## config.mk

```make
export PLATFORM = sky130hd
export DESIGN_NAME = alu_mdu_flat
export DESIGN_NICKNAME = d
export VERILOG_FILES = /design/src/rtl/alu_mdu_if.sv /design/src/rtl/alu_mdu.sv /design/src/flat_wrapper.sv
export SDC_FILE = /design/constraint.sdc
export NUM_CORES = 1
export LEC_CHECK = 0
export ABC_AREA = 1
export CORE_ASPECT_RATIO = 1.25
export CORE_UTILIZATION = 42
export CTS_CLUSTER_SIZE = 28
export DETAILED_ROUTE_END_ITERATION = 10
export GPL_TIMING_DRIVEN = 0
export PLACE_DENSITY_LB_ADDON = 0.08
export SLEW_MARGIN = 20
export SYNTH_ARGS = -nofsm -noshare
export SYNTH_HDL_FRONTEND = slang
export SYNTH_SLANG_ARGS = --single-unit
```

## constraint.sdc

```tcl
create_clock -name clk -period 3 [get_ports clk]
set_input_delay 0.45 -clock clk [delete_from_list [all_inputs] [get_ports clk]]
set_output_delay 0.45 -clock clk [all_outputs]
set_load 0.005 [all_outputs]
```

## src/rtl/alu_mdu_if.sv

```systemverilog
// Operand/result bundle between the EX-stage controller (master) and alu_mdu (slave).
// Port names follow the original datapath ALU so existing controllers map across directly.
interface alu_mdu_if #(
  parameter int WIDTH = 32
);
  localparam int SHW = $clog2(WIDTH);

  logic             start;
  logic [4:0]       ALUOp;
  logic [WIDTH-1:0] A;
  logic [WIDTH-1:0] B;
  logic [SHW-1:0]   shamt;
  logic [WIDTH-1:0] C;
  logic             Zero;
  logic             busy;
  logic             done;
  logic             ovf;
  logic             divz;
  logic [WIDTH-1:0] hi;
  logic [WIDTH-1:0] lo;

  modport master (
    output start, ALUOp, A, B, shamt,
    input  C, Zero, busy, done, ovf, divz, hi, lo
  );

  modport slave (
    input  start, ALUOp, A, B, shamt,
    output C, Zero, busy, done, ovf, divz, hi, lo
  );
endinterface

```

## src/rtl/alu_mdu.sv

```systemverilog
// Registered EX-stage ALU with an optional iterative multiply/divide unit writing HI/LO.
// Define ALU_MDU_EN to build the multiply/divide unit; without it opcodes 13-18 return 0.
module alu_mdu #(
  parameter int WIDTH = 32
) (
  input logic     clk,
  input logic     rstn,
  alu_mdu_if.slave bus
);
  localparam int SHW = $clog2(WIDTH);

  localparam logic [4:0] OP_ADDU = 5'd0;
  localparam logic [4:0] OP_SUBU = 5'd1;
  localparam logic [4:0] OP_ADD  = 5'd2;
  localparam logic [4:0] OP_SUB  = 5'd3;
  localparam logic [4:0] OP_OR   = 5'd4;
  localparam logic [4:0] OP_AND  = 5'd5;
  localparam logic [4:0] OP_SLT  = 5'd6;
  localparam logic [4:0] OP_SLL  = 5'd7;
  localparam logic [4:0] OP_SRL  = 5'd8;
  localparam logic [4:0] OP_SRA  = 5'd9;
  localparam logic [4:0] OP_XOR  = 5'd10;
  localparam logic [4:0] OP_NOR  = 5'd11;
  localparam logic [4:0] OP_SLTU = 5'd12;
`ifdef ALU_MDU_EN
  localparam logic [4:0] OP_MULT  = 5'd13;
  localparam logic [4:0] OP_MULTU = 5'd14;
  localparam logic [4:0] OP_DIV   = 5'd15;
  localparam logic [4:0] OP_DIVU  = 5'd16;
  localparam logic [4:0] OP_MFHI  = 5'd17;
  localparam logic [4:0] OP_MFLO  = 5'd18;
`endif

  logic [WIDTH-1:0] c_q;
  logic             done_q;
  logic             ovf_q;
  logic             accept;
  logic [SHW-1:0]   sh;
  logic [WIDTH-1:0] add_res;
  logic [WIDTH-1:0] sub_res;
  logic [WIDTH-1:0] alu_res;
  logic             alu_ovf;
`ifdef ALU_MDU_EN
  logic [WIDTH-1:0] hi_q;
  logic [WIDTH-1:0] lo_q;
`endif

  assign sh       = bus.shamt;
  assign add_res  = bus.A + bus.B;
  assign sub_res  = bus.A - bus.B;
  assign bus.Zero = (bus.A == bus.B);
  assign bus.C    = c_q;
  assign bus.done = done_q;
  assign bus.ovf  = ovf_q;

  always_comb begin
    alu_res = '0;
    alu_ovf = 1'b0;
    case (bus.ALUOp)
      OP_ADDU: alu_res = add_res;
      OP_SUBU: alu_res = sub_res;
      OP_ADD: begin
        alu_res = add_res;
        alu_ovf = (bus.A[WIDTH-1] == bus.B[WIDTH-1]) && (add_res[WIDTH-1] != bus.A[WIDTH-1]);
      end
      OP_SUB: begin
        alu_res = sub_res;
        alu_ovf = (bus.A[WIDTH-1] != bus.B[WIDTH-1]) && (sub_res[WIDTH-1] != bus.A[WIDTH-1]);
      end
      OP_OR:   alu_res = bus.A | bus.B;
      OP_AND:  alu_res = bus.A & bus.B;
      OP_SLT:  alu_res = {{(WIDTH-1){1'b0}}, ($signed(bus.A) < $signed(bus.B))};
      OP_SLL:  alu_res = bus.B << sh;
      OP_SRL:  alu_res = bus.B >> sh;
      OP_SRA:  alu_res = $signed(bus.B) >>> sh;
      OP_XOR:  alu_res = bus.A ^ bus.B;
      OP_NOR:  alu_res = ~(bus.A | bus.B);
      OP_SLTU: alu_res = {{(WIDTH-1){1'b0}}, (bus.A < bus.B)};
`ifdef ALU_MDU_EN
      OP_MFHI: alu_res = hi_q;
      OP_MFLO: alu_res = lo_q;
`endif
      default: alu_res = '0;
    endcase
  end

`ifdef ALU_MDU_EN
  localparam int CNTW = $clog2(WIDTH + 1);

  typedef enum logic [1:0] {IDLE, ITER, FIN} state_t;

  state_t           state;
  state_t           state_nxt;
  logic [CNTW-1:0]  cnt;
  logic             busy_q;
  logic             divz_q;
  logic             is_mdu;
  logic             op_signed;
  logic             sa;
  logic             sb;
  logic [WIDTH-1:0] amag;
  logic [WIDTH-1:0] bmag;
  logic             is_div;
  logic             neg_q;
  logic             neg_r;
  logic             dz;
  logic [WIDTH-1:0] acc;
  logic [WIDTH-1:0] lreg;
  logic [WIDTH-1:0] mreg;
  logic [WIDTH:0]   mul_sum;
  logic [WIDTH:0]   div_shift;
  logic [WIDTH-1:0] div_diff;
  logic             div_ge;
  logic [2*WIDTH-1:0] prod;
  logic [2*WIDTH-1:0] prod_fix;
  logic [WIDTH-1:0] quo_fix;
  logic [WIDTH-1:0] rem_fix;

  assign bus.busy = busy_q;
  assign bus.divz = divz_q;
  assign bus.hi   = hi_q;
  assign bus.lo   = lo_q;

  assign is_mdu    = (bus.ALUOp == OP_MULT) || (bus.ALUOp == OP_MULTU) ||
                     (bus.ALUOp == OP_DIV)  || (bus.ALUOp == OP_DIVU);
  // busy lags the state by one cycle, so the FSM itself also gates acceptance.
  assign accept    = bus.start && !busy_q && (state == IDLE);
  assign op_signed = (bus.ALUOp == OP_MULT) || (bus.ALUOp == OP_DIV);
  assign sa        = op_signed && bus.A[WIDTH-1];
  assign sb        = op_signed && bus.B[WIDTH-1];
  assign amag      = sa ? -bus.A : bus.A;
  assign bmag      = sb ? -bus.B : bus.B;

  assign mul_sum   = {1'b0, acc} + (lreg[0] ? {1'b0, mreg} : {(WIDTH+1){1'b0}});
  assign div_shift = {acc, lreg[WIDTH-1]};
  assign div_ge    = (div_shift >= {1'b0, mreg});
  assign div_diff  = div_shift[WIDTH-1:0] - mreg;

  assign prod      = {acc, lreg};
  assign prod_fix  = neg_q ? -prod : prod;
  // A zero divisor leaves the dividend magnitude in acc, so rem_fix already equals A.
  assign quo_fix   = dz ? '1 : (neg_q ? -lreg : lreg);
  assign rem_fix   = neg_r ? -acc : acc;

  always_ff @(posedge clk) begin
    if (!rstn) state <= IDLE;
    else       state <= state_nxt;
  end

  always_comb begin
    state_nxt = state;
    case (state)
      IDLE:    if (accept && is_mdu) state_nxt = ITER;
      ITER:    if (cnt == CNTW'(1)) state_nxt = FIN;
      FIN:     state_nxt = IDLE;
      default: state_nxt = IDLE;
    endcase
  end

  always_ff @(posedge clk) begin
    if (!rstn) begin
      c_q    <= '0;
      hi_q   <= '0;
      lo_q   <= '0;
      done_q <= 1'b0;
      ovf_q  <= 1'b0;
      divz_q <= 1'b0;
      busy_q <= 1'b0;
      cnt    <= '0;
      acc    <= '0;
      lreg   <= '0;
      mreg   <= '0;
      is_div <= 1'b0;
      neg_q  <= 1'b0;
      neg_r  <= 1'b0;
      dz     <= 1'b0;
    end else begin
      done_q <= 1'b0;
      ovf_q  <= 1'b0;
      divz_q <= 1'b0;
      busy_q <= (state != IDLE);
      case (state)
        IDLE: begin
          if (accept && is_mdu) begin
            acc    <= '0;
            lreg   <= amag;
            mreg   <= bmag;
            is_div <= (bus.ALUOp == OP_DIV) || (bus.ALUOp == OP_DIVU);
            neg_q  <= sa ^ sb;
            neg_r  <= sa;
            dz     <= (bus.B == '0);
            cnt    <= CNTW'(WIDTH);
          end else if (accept) begin
            done_q <= 1'b1;
            ovf_q  <= alu_ovf;
            if (!alu_ovf) c_q <= alu_res;
          end
        end
        ITER: begin
          cnt <= cnt - 1'b1;
          if (is_div) begin
            acc  <= div_ge ? div_diff : div_shift[WIDTH-1:0];
            lreg <= {lreg[WIDTH-2:0], div_ge};
          end else begin
            acc  <= mul_sum[WIDTH:1];
            lreg <= {mul_sum[0], lreg[WIDTH-1:1]};
          end
        end
        FIN: begin
          done_q <= 1'b1;
          if (is_div) begin
            hi_q   <= rem_fix;
            lo_q   <= quo_fix;
            divz_q <= dz;
          end else begin
            hi_q <= prod_fix[2*WIDTH-1:WIDTH];
            lo_q <= prod_fix[WIDTH-1:0];
          end
        end
        default: ;
      endcase
    end
  end
`else
  assign accept   = bus.start;
  assign bus.busy = 1'b0;
  assign bus.divz = 1'b0;
  assign bus.hi   = '0;
  assign bus.lo   = '0;

  always_ff @(posedge clk) begin
    if (!rstn) begin
      c_q    <= '0;
      done_q <= 1'b0;
      ovf_q  <= 1'b0;
    end else begin
      done_q <= 1'b0;
      ovf_q  <= 1'b0;
      if (accept) begin
        done_q <= 1'b1;
        ovf_q  <= alu_ovf;
        if (!alu_ovf) c_q <= alu_res;
      end
    end
  end
`endif
endmodule
```

## src/flat_wrapper.sv

```systemverilog
// flat-port wrapper written by rule: the top's interface ports become plain ports
module alu_mdu_flat 
#(
  parameter int WIDTH = 32
)
  (clk, rstn, bus_start, bus_ALUOp, bus_A, bus_B, bus_shamt, bus_C, bus_Zero, bus_busy, bus_done, bus_ovf, bus_divz, bus_hi, bus_lo);
  alu_mdu_if #(.WIDTH(WIDTH)) bus_i ();
  input logic clk;
  input logic rstn;
  input wire logic [$bits(bus_i.start)-1:0] bus_start;
  input wire logic [$bits(bus_i.ALUOp)-1:0] bus_ALUOp;
  input wire logic [$bits(bus_i.A)-1:0] bus_A;
  input wire logic [$bits(bus_i.B)-1:0] bus_B;
  input wire logic [$bits(bus_i.shamt)-1:0] bus_shamt;
  output wire logic [$bits(bus_i.C)-1:0] bus_C;
  output wire logic [$bits(bus_i.Zero)-1:0] bus_Zero;
  output wire logic [$bits(bus_i.busy)-1:0] bus_busy;
  output wire logic [$bits(bus_i.done)-1:0] bus_done;
  output wire logic [$bits(bus_i.ovf)-1:0] bus_ovf;
  output wire logic [$bits(bus_i.divz)-1:0] bus_divz;
  output wire logic [$bits(bus_i.hi)-1:0] bus_hi;
  output wire logic [$bits(bus_i.lo)-1:0] bus_lo;
  assign bus_i.start = bus_start;
  assign bus_i.ALUOp = bus_ALUOp;
  assign bus_i.A = bus_A;
  assign bus_i.B = bus_B;
  assign bus_i.shamt = bus_shamt;
  assign bus_C = bus_i.C;
  assign bus_Zero = bus_i.Zero;
  assign bus_busy = bus_i.busy;
  assign bus_done = bus_i.done;
  assign bus_ovf = bus_i.ovf;
  assign bus_divz = bus_i.divz;
  assign bus_hi = bus_i.hi;
  assign bus_lo = bus_i.lo;
  alu_mdu #(.WIDTH(WIDTH)) u_core (.clk(clk), .rstn(rstn), .bus(bus_i));
endmodule
```

==> results of run 1 <==
## sequential cells by signal (all words and copies together), names as in the netlist
signal,count
u_core.bus.C,32
u_core.bus.done,1
u_core.bus.ovf,1
## cell families after synthesis
| logic type | Yosys count |
|---|---|
| fa+ha+maj | 99 |
| compound gates | 247 |
| simple gates | 1573 |
| other cells | 1 |
| flops | 34 |
| buf+inv | 482 |
## repair_timing
| action | in CTS | in global routing |
|---|---|---|
| gates resized for setup | 100 | 144 |
| endpoints found under the setup margin | 33 | 33 |
| pin swaps | 2 | 16 |
| cloned | 0 | 2 |
| setup buffers | 1 | 8 |
## layout make-up
cell class                      count  area, sq um  area share [%]
Multi-Input combinational cell   1985         9976           67.77
Timing Repair Buffer              119         1096           7.446
Sequential cell                    34        680.7           4.624
Inverter                          313         1184           8.041
Tap cell                          390        488.0           3.315
Clock inverter                      1        30.03          0.2040
Buffer                            168         1127           7.658
Clock buffer                        6        138.9          0.9435
## synth_stat cells, drive strengths merged
cell | count | area, sq um
o211ai | 18 | 135.1
a21oi | 111 | 593.1
a21o | 1 | 7.510
conb | 1 | 3.750
clkinv | 3 | 11.26
o221ai | 4 | 35.03
nand4 | 44 | 275.3
nand3 | 364 | 1854
o21bai | 8 | 60.06
dlygate4sd3 | 3 | 30.03
nand2 | 917 | 3500
clkbuf | 32 | 120.1
buf | 134 | 923.4
nor2 | 208 | 842.1
ha | 97 | 1214
nor3b | 1 | 7.510
and2 | 8 | 50.05
dfxtp | 34 | 680.7
o2111ai | 3 | 26.28
nor3 | 20 | 105.1
nand3b | 5 | 41.29
fa | 2 | 40.04
or2 | 3 | 18.77
o22ai | 6 | 37.54
a221oi | 1 | 8.760
a31oi | 1 | 6.260
a21boi | 1 | 7.510
nor4 | 3 | 18.77
o21ai | 89 | 445.4
inv | 310 | 1164
a211oi | 4 | 30.03
## worst max-delay path, cell delays in order
cell and delay, ns:
clkdlybuf4s50_1 0.48, nor2_1 0.27, nand3_1 0.16, nor2_1 0.38
inv_1 0.20, o211ai_1 0.40, o21ai_0 0.23, nand4_1 0.36
nand2_1 0.12, a21oi_1 0.21
## where the power goes
group / internal [W] / switching (W)
registers: 0.000475 / 0.0000125
clock network: 0.000410 / 0.000192
logic: 0.000752 / 0.00164
total: 0.00164 / 0.00184
## per-layer routing
layer | part of all wire, % | track usage, % | wire [microns] | vias up
met1 | 34 | 49.08 | 23690 | 7926
met3 | 8.8 | 7.728 | 6074 | 365
met2 | 46 | 76.19 | 31610 | 1150
met5 | 0.017 | 0 | 12 | -
met4 | 11 | 39.75 | 7298 | 2
li1 | - | - | - | 8017
## worst min-delay path by stage
stage	start	end	slack, ns	depth (start not counted)
floorplan	u_core.bus.C[0]	u_core.bus.C[0]	0.46	2
global placement	u_core.bus.C[6]	u_core.bus.C[6]	0.45	2
detailed placement	u_core.bus.C[24]	u_core.bus.C[24]	0.46	2
CTS	u_core.bus.C[3]	u_core.bus.C[3]	0.46	2
global route	u_core.bus.C[26]	u_core.bus.C[26]	0.48	2
finish	u_core.bus.C[5]	u_core.bus.C[5]	0.46	2
## per-stage QoR
step / cells / worst slack, ns / hold slack (ns) / util [%] / total power [W]
floorplan: 2501 / 0.7030 / 0.4598 / - / 0.001871
global placement: 2999 / -1.194 / 0.4544 / 49.36 / 0.002664
detailed placement: 2999 / -1.213 / 0.4554 / 49.36 / 0.002684
CTS: 3006 / -0.1026 / 0.4634 / 50.40 / 0.003310
global route: 3016 / -0.06304 / 0.4833 / 51.51 / 0.003675
finish: 3016 / -0.07667 / 0.4627 / 51.51 / 0.003482
==> run summary, run 1 <==
CTS clk-pin slew, worst paths: 0.05 ns
Commonest non-fill, non-tap cell in the layout: nand2_1
Area of the die: 29960 sq um
CP startpoint kind: input pin
Most frequent cells in the layout: 881 x nand2_1, 354 x nand3_1, 284 x inv_1
Rows: 69
Hold Path Class: reg2reg
Slew HR: 40.09%
Number of fill cells: 3182
CP Max Fanout: 6
Worst R2R Start: u_core.bus.C[15]
H-tree Lvls: 2
Max clock buf depth: 2
First-pass GRT wire length: 101.1 mm
Drt pass-1 iters: 6
Number of remaining DRC errors: 0
Warnings from Yosys: 0
Final Cycle Share: 102.6%
Power Dens Cells: 236.5 nW/um^2
Initial antenna violation count: 2
RSZ-0062 raised after global routing: yes
Final Max Slew Viols: 0
Critical Path AT: 3.26 ns
Vias per cell: 5.789
Remaining antenna violation count: 0
Synth Instances: 2436
Die Y: 193.3 microns
IO Count: 178
Total grt overflow: 0
FF-to-FF End: u_core.bus.C[15]
FF+latch count, synth: 34
Synth unique cells: 47
Max-cap viol count: 0
Post-synthesis cell area: 12290 sq um
DP Wirelength: 57.23 mm
Dpl cell area: 14100 sq um
Post-synthesis sequential area ratio: 5.537%
Clock skew: 0 ns
WS Path Type: in2reg
Placer Congestion: 1.088
Ratio of cells with drive above 1 in the final layout: 12.19%
Reg2reg path depth: 2
Mux share of post-synthesis cell area: 0%
Cts hold-fix bufs: 0
Initial Util: 43.01%
Post-layout min period: 3.077 ns
Latest clock arrival within the worst-skew pair: 0.28 ns
FF-to-FF setup slack: 2.29 ns
Area delta synth->final: 19.76%
Vias post-DR: 17460
Critical path origin: bus_ALUOp[0]
Total GRT Usage: 45.41%
Fin area: 14720 sq um
Max VDD drop: 0.0002590 V
# clock sinks: 34
Core region area: 28580 sq um
Worst Setup End Kind: register
Setup tns final: -0.07667 ns
Status: finished, violations left
Final Hold Fails: 0
CTS Buf Count: 5
Synth Area in Simple Gates: 54.61%
Final setup fails: 1
Wire per inst: 22.77 microns
Vias in the first global route: 16820
Pleak: 8.104 nW
Final nets: 2802
Final worst slack: -0.07667 ns
Failing checks: setup timing
Worst slew pin tran: 0.8986 ns
Req. time, crit path: 3.19 ns
Root buffer cell: clkbuf_16
Routed WL: 68.68 mm
Largest net degree at the start of global routing: 20
Max Clk Rate: 325.0 MHz
IO Port Bufs: 108
Initial DRC Count: 1988
CTS tree: done
Die width: 155.0 microns
# diodes: 0
Synthesized area per cell: 5.046 sq um
Post-synthesis compound-gate area fraction: 11.33%
Adder-cell share of the synthesized area: 10.20%
XOR/XNOR share of the synthesized area: 0%
Largest family of logic cells by synthesized area: simple AND/OR/NAND/NOR gates
CP Capture Point: u_core.bus.C[15]
Power figures use the tool's default switching activity.
==> run 2, diff against run 1 <==
GPL_ROUTABILITY_DRIVEN = 0   (was default)
PLACE_DENSITY_LB_ADDON = 0.3   (was 0.08)
RECOVER_POWER = 100   (was default)
==> run 2 against run 1 <==
Compared with the run above:
- final area increased by 0.14%
- count of clock-buffer cells in the layout increased by 1
- power decreased by 4.2%
- the flow finishes with violations (DRC, setup timing)
==> run summary, run 2 (synthesis results as in run 1) <==
Power Dens Cells: 226.3 nW/um^2 (-4.3%)
Area delta synth->final: 19.93%
Status: finished, violations left
Critical Path AT: 2.57 ns (-0.69 ns)
Sequential cell area: 680.7 sq um (unchanged)
Area occupied by multi-input gates: 10020 sq um (+0.43%)
Met3 WL: 8.478 mm (+40%)
CP max stage cell: ha_1
First-pass GRT wire length: 91.39 mm (-9.6%)
Final Hold Fails: 0 (unchanged)
WS Path Type: in2out
Post-Route Utilization: 51.59% (+0.074 points)
Hold Path Class: reg2reg
Switching power: 0.001789 W (-3.0%)
Worst slew pin tran: 0.7546 ns (-0.1440 ns)
Final setup fails: 1 (unchanged)
Worst Setup End Kind: output pin
Root buffer cell: clkbuf_16
IO Port Bufs: 108 (unchanged)
Number of flip-flops in the largest register: 32 (unchanged)
Clock network fraction of total power: 15.4% (-1.9 points)
Most frequent cells in the layout: 877 x nand2_1, 350 x nand3_1, 284 x inv_1
Remaining antenna violation count: 0 (unchanged)
Vias post-DR: 17740 (+1.6%)
Final nets: 2803 (+0.036%)
CTS Buf Count: 5 (unchanged)
CP startpoint kind: input pin
Reg2reg path depth: 4 (+2)
CTS tree: done
H-tree Lvls: 2 (unchanged)
Max clock buf depth: 2 (unchanged)
Final Max Slew Viols: 0 (unchanged)
Clock skew: 0 ns (unchanged)
Slowest cell delay on critical path: 0.35 ns (-0.13 ns)
Final Cycle Share: 100.8% (-1.8 points)
Initial DRC Count: 2689 (+35%)
Pleak: 8.206 nW (+1.3%)
Die width: 155.0 microns (unchanged)
Vias per cell: 5.878 (+1.5%)
Rows: 69 (unchanged)
Pwr Total: 0.003336 W (-4.2%)
# diodes: 0 (unchanged)
Latest clock arrival within the worst-skew pair: 0.27 ns (about the same)
Slew HR: 49.69% (+9.6 points)
Drt pass-1 iters: 11 (+5)
Max Clk Rate: 330.7 MHz (+1.7%)
Top sig layer: met5
Core region area: 28580 sq um (unchanged)
Area of the die: 29960 sq um (unchanged)
Combinational Power Share: 70.0% (+1.3 points)
Final worst slack: -0.02410 ns (+0.05257 ns)
Register share of total power: 14.6% (+0.6 points)
CTS clk-pin slew, worst paths: 0.05 ns (about the same)
WHS Endpoint: u_core.bus.C[5]
FF-to-FF End: u_core.bus.C[7]
Max VDD drop: 0.0003083 V (+19%)
Hold Path Depth: 2 (unchanged)
Largest net degree at the start of global routing: 20 (unchanged)
Req. time, crit path: 2.55 ns (-0.64 ns)
Routed WL: 61.36 mm (-11%)
Post-layout min period: 3.024 ns (-0.05257 ns)
Total grt overflow: 0 (unchanged)
Hold path start: u_core.bus.C[5]
Switching part of the total: 53.64% (+0.66 points)
Initial antenna violation count: 2 (unchanged)
Worst R2R Start: u_core.bus.C[7]
FF-to-FF setup slack: 2.32 ns (+0.03 ns)
Wire per inst: 20.33 microns (-11%)
Number of fill cells: 3129 (-1.7%)
Vias in the first global route: 16260 (-3.4%)
CP Cell Sequence: dlygate4sd2_1 -> inv_1 -> ha_1 -> buf_4 -> nor2_2 -> inv_1 -> nor2_1 -> nand2_1 -> inv_1 -> nand2_1 -> nor3_2 -> buf_2
Total GRT Usage: 40.47% (-4.9 points)
Ratio of cells with drive above 1 in the final layout: 12.48% (+0.30 points)
DP Wirelength: 48.60 mm (-15%)
Max-cap viol count: 0 (unchanged)
IO Count: 178 (unchanged)
Number of remaining DRC errors: 6 (+6)
# clock sinks: 34 (unchanged)
Failing checks: DRC, setup timing
Cts hold-fix bufs: 0 (unchanged)
Int Pwr: 0.001547 W (-5.5%)
Met2 wire length: 25.98 mm (-18%)
CP Max Fanout: 10 (+4)
Die Y: 193.3 microns (unchanged)
Commonest non-fill, non-tap cell in the layout: nand2_1
M1 WL: 19.71 mm (-17%)
Initial Util: 43.01% (unchanged)
CP dominant cell by count: inv_1
-- run 2: changes by cell type in the layout (fill, tap and decap cells not counted), moves of 3 or more --
cell,before,now
o21ai_1,5,9
clkdlybuf4s15_1,8,5
dlygate4sd2_1,20,23
nand3_1,354,350
dlygate4sd3_1,3,38
nand2_2,28,34
nand2_1,881,877
o21ai_0,82,79
nor2_2,28,31
clkdlybuf4s50_1,55,18
nor2_1,167,162
-- run 2: how the worst max path moves through the flow --
stage	from	end	slack [ns]	cells after the start
2_1_floorplan	bus_A[0]	u_core.bus.C[0]	0.70	17
3_3_place_gp	bus_B[31]	bus_Zero	-1.09	10
3_5_place_dp	bus_B[31]	bus_Zero	-1.12	10
4_1_cts	bus_B[2]	u_core.bus.C[7]	-0.03	19
5_1_grt	bus_A[2]	u_core.bus.C[3]	-0.04	19
6_report	bus_A[19]	bus_Zero	-0.02	12
-- run 2: through the flow --
step | area [sq um] | instances | setup TNS, ns | hold slack (ns) | setup slack [ns]
floorplan | 12540 | 2501 | 0 | 0.4598 | 0.7030
global placement | 14100 | 2999 | -16.62 | 0.4564 | -1.089
detailed placement | 14100 | 2999 | -17.30 | 0.4563 | -1.123
CTS | 14300 | 3006 | -0.02993 | 0.4645 | -0.02993
global route | 14740 | 3018 | -0.2698 | 0.4807 | -0.03839
finish | 14740 | 3018 | -0.02410 | 0.4604 | -0.02410
-- run 2: layout make-up --
type,count,area share (%)
Timing Repair Buffer,120,7.478
Tap cell,390,3.310
Multi-Input combinational cell,1985,67.96
Clock buffer,7,0.9676
Sequential cell,34,4.617
Inverter,313,8.038
Buffer,168,7.596
Clock inverter,1,0.03395
-- run 2: per-layer routing --
metal  vias to the layer above  GRT usage, %
li1                       8020             -
met1                      7727         43.81
met2                      1495         62.70
met3                       495         13.22
met4                         4         36.08
met5                         -        0.8210
-- run 2: repair_timing --
action                                 CTS  global route
cloned                                   0             3
setup buffers                            0             9
resized for setup                       84           172
endpoints found under the hold margin    0             0
setup endpoints to repair               33            33
pin swaps                                1            21
-- run 2: critical path: cells and delay by family --
| kind | cells | cell delay [ns] |
|---|---|---|
| adder cells (fa/ha/maj) | 1 | 0.35 |
| AND/OR/NAND/NOR | 5 | 0.82 |
| buffers and inverters | 6 | 0.93 |
-- run 2: power by group through the flow --
stage	logic, W	clock network (W)	registers (W)
floorplan	0.00137	0	0.000498
global placement	0.00206	0	0.000497
detailed placement	0.00209	0	0.000498
CTS	0.00210	0.000515	0.000489
global route	0.00250	0.000539	0.000490
finish	0.00234	0.000512	0.000487
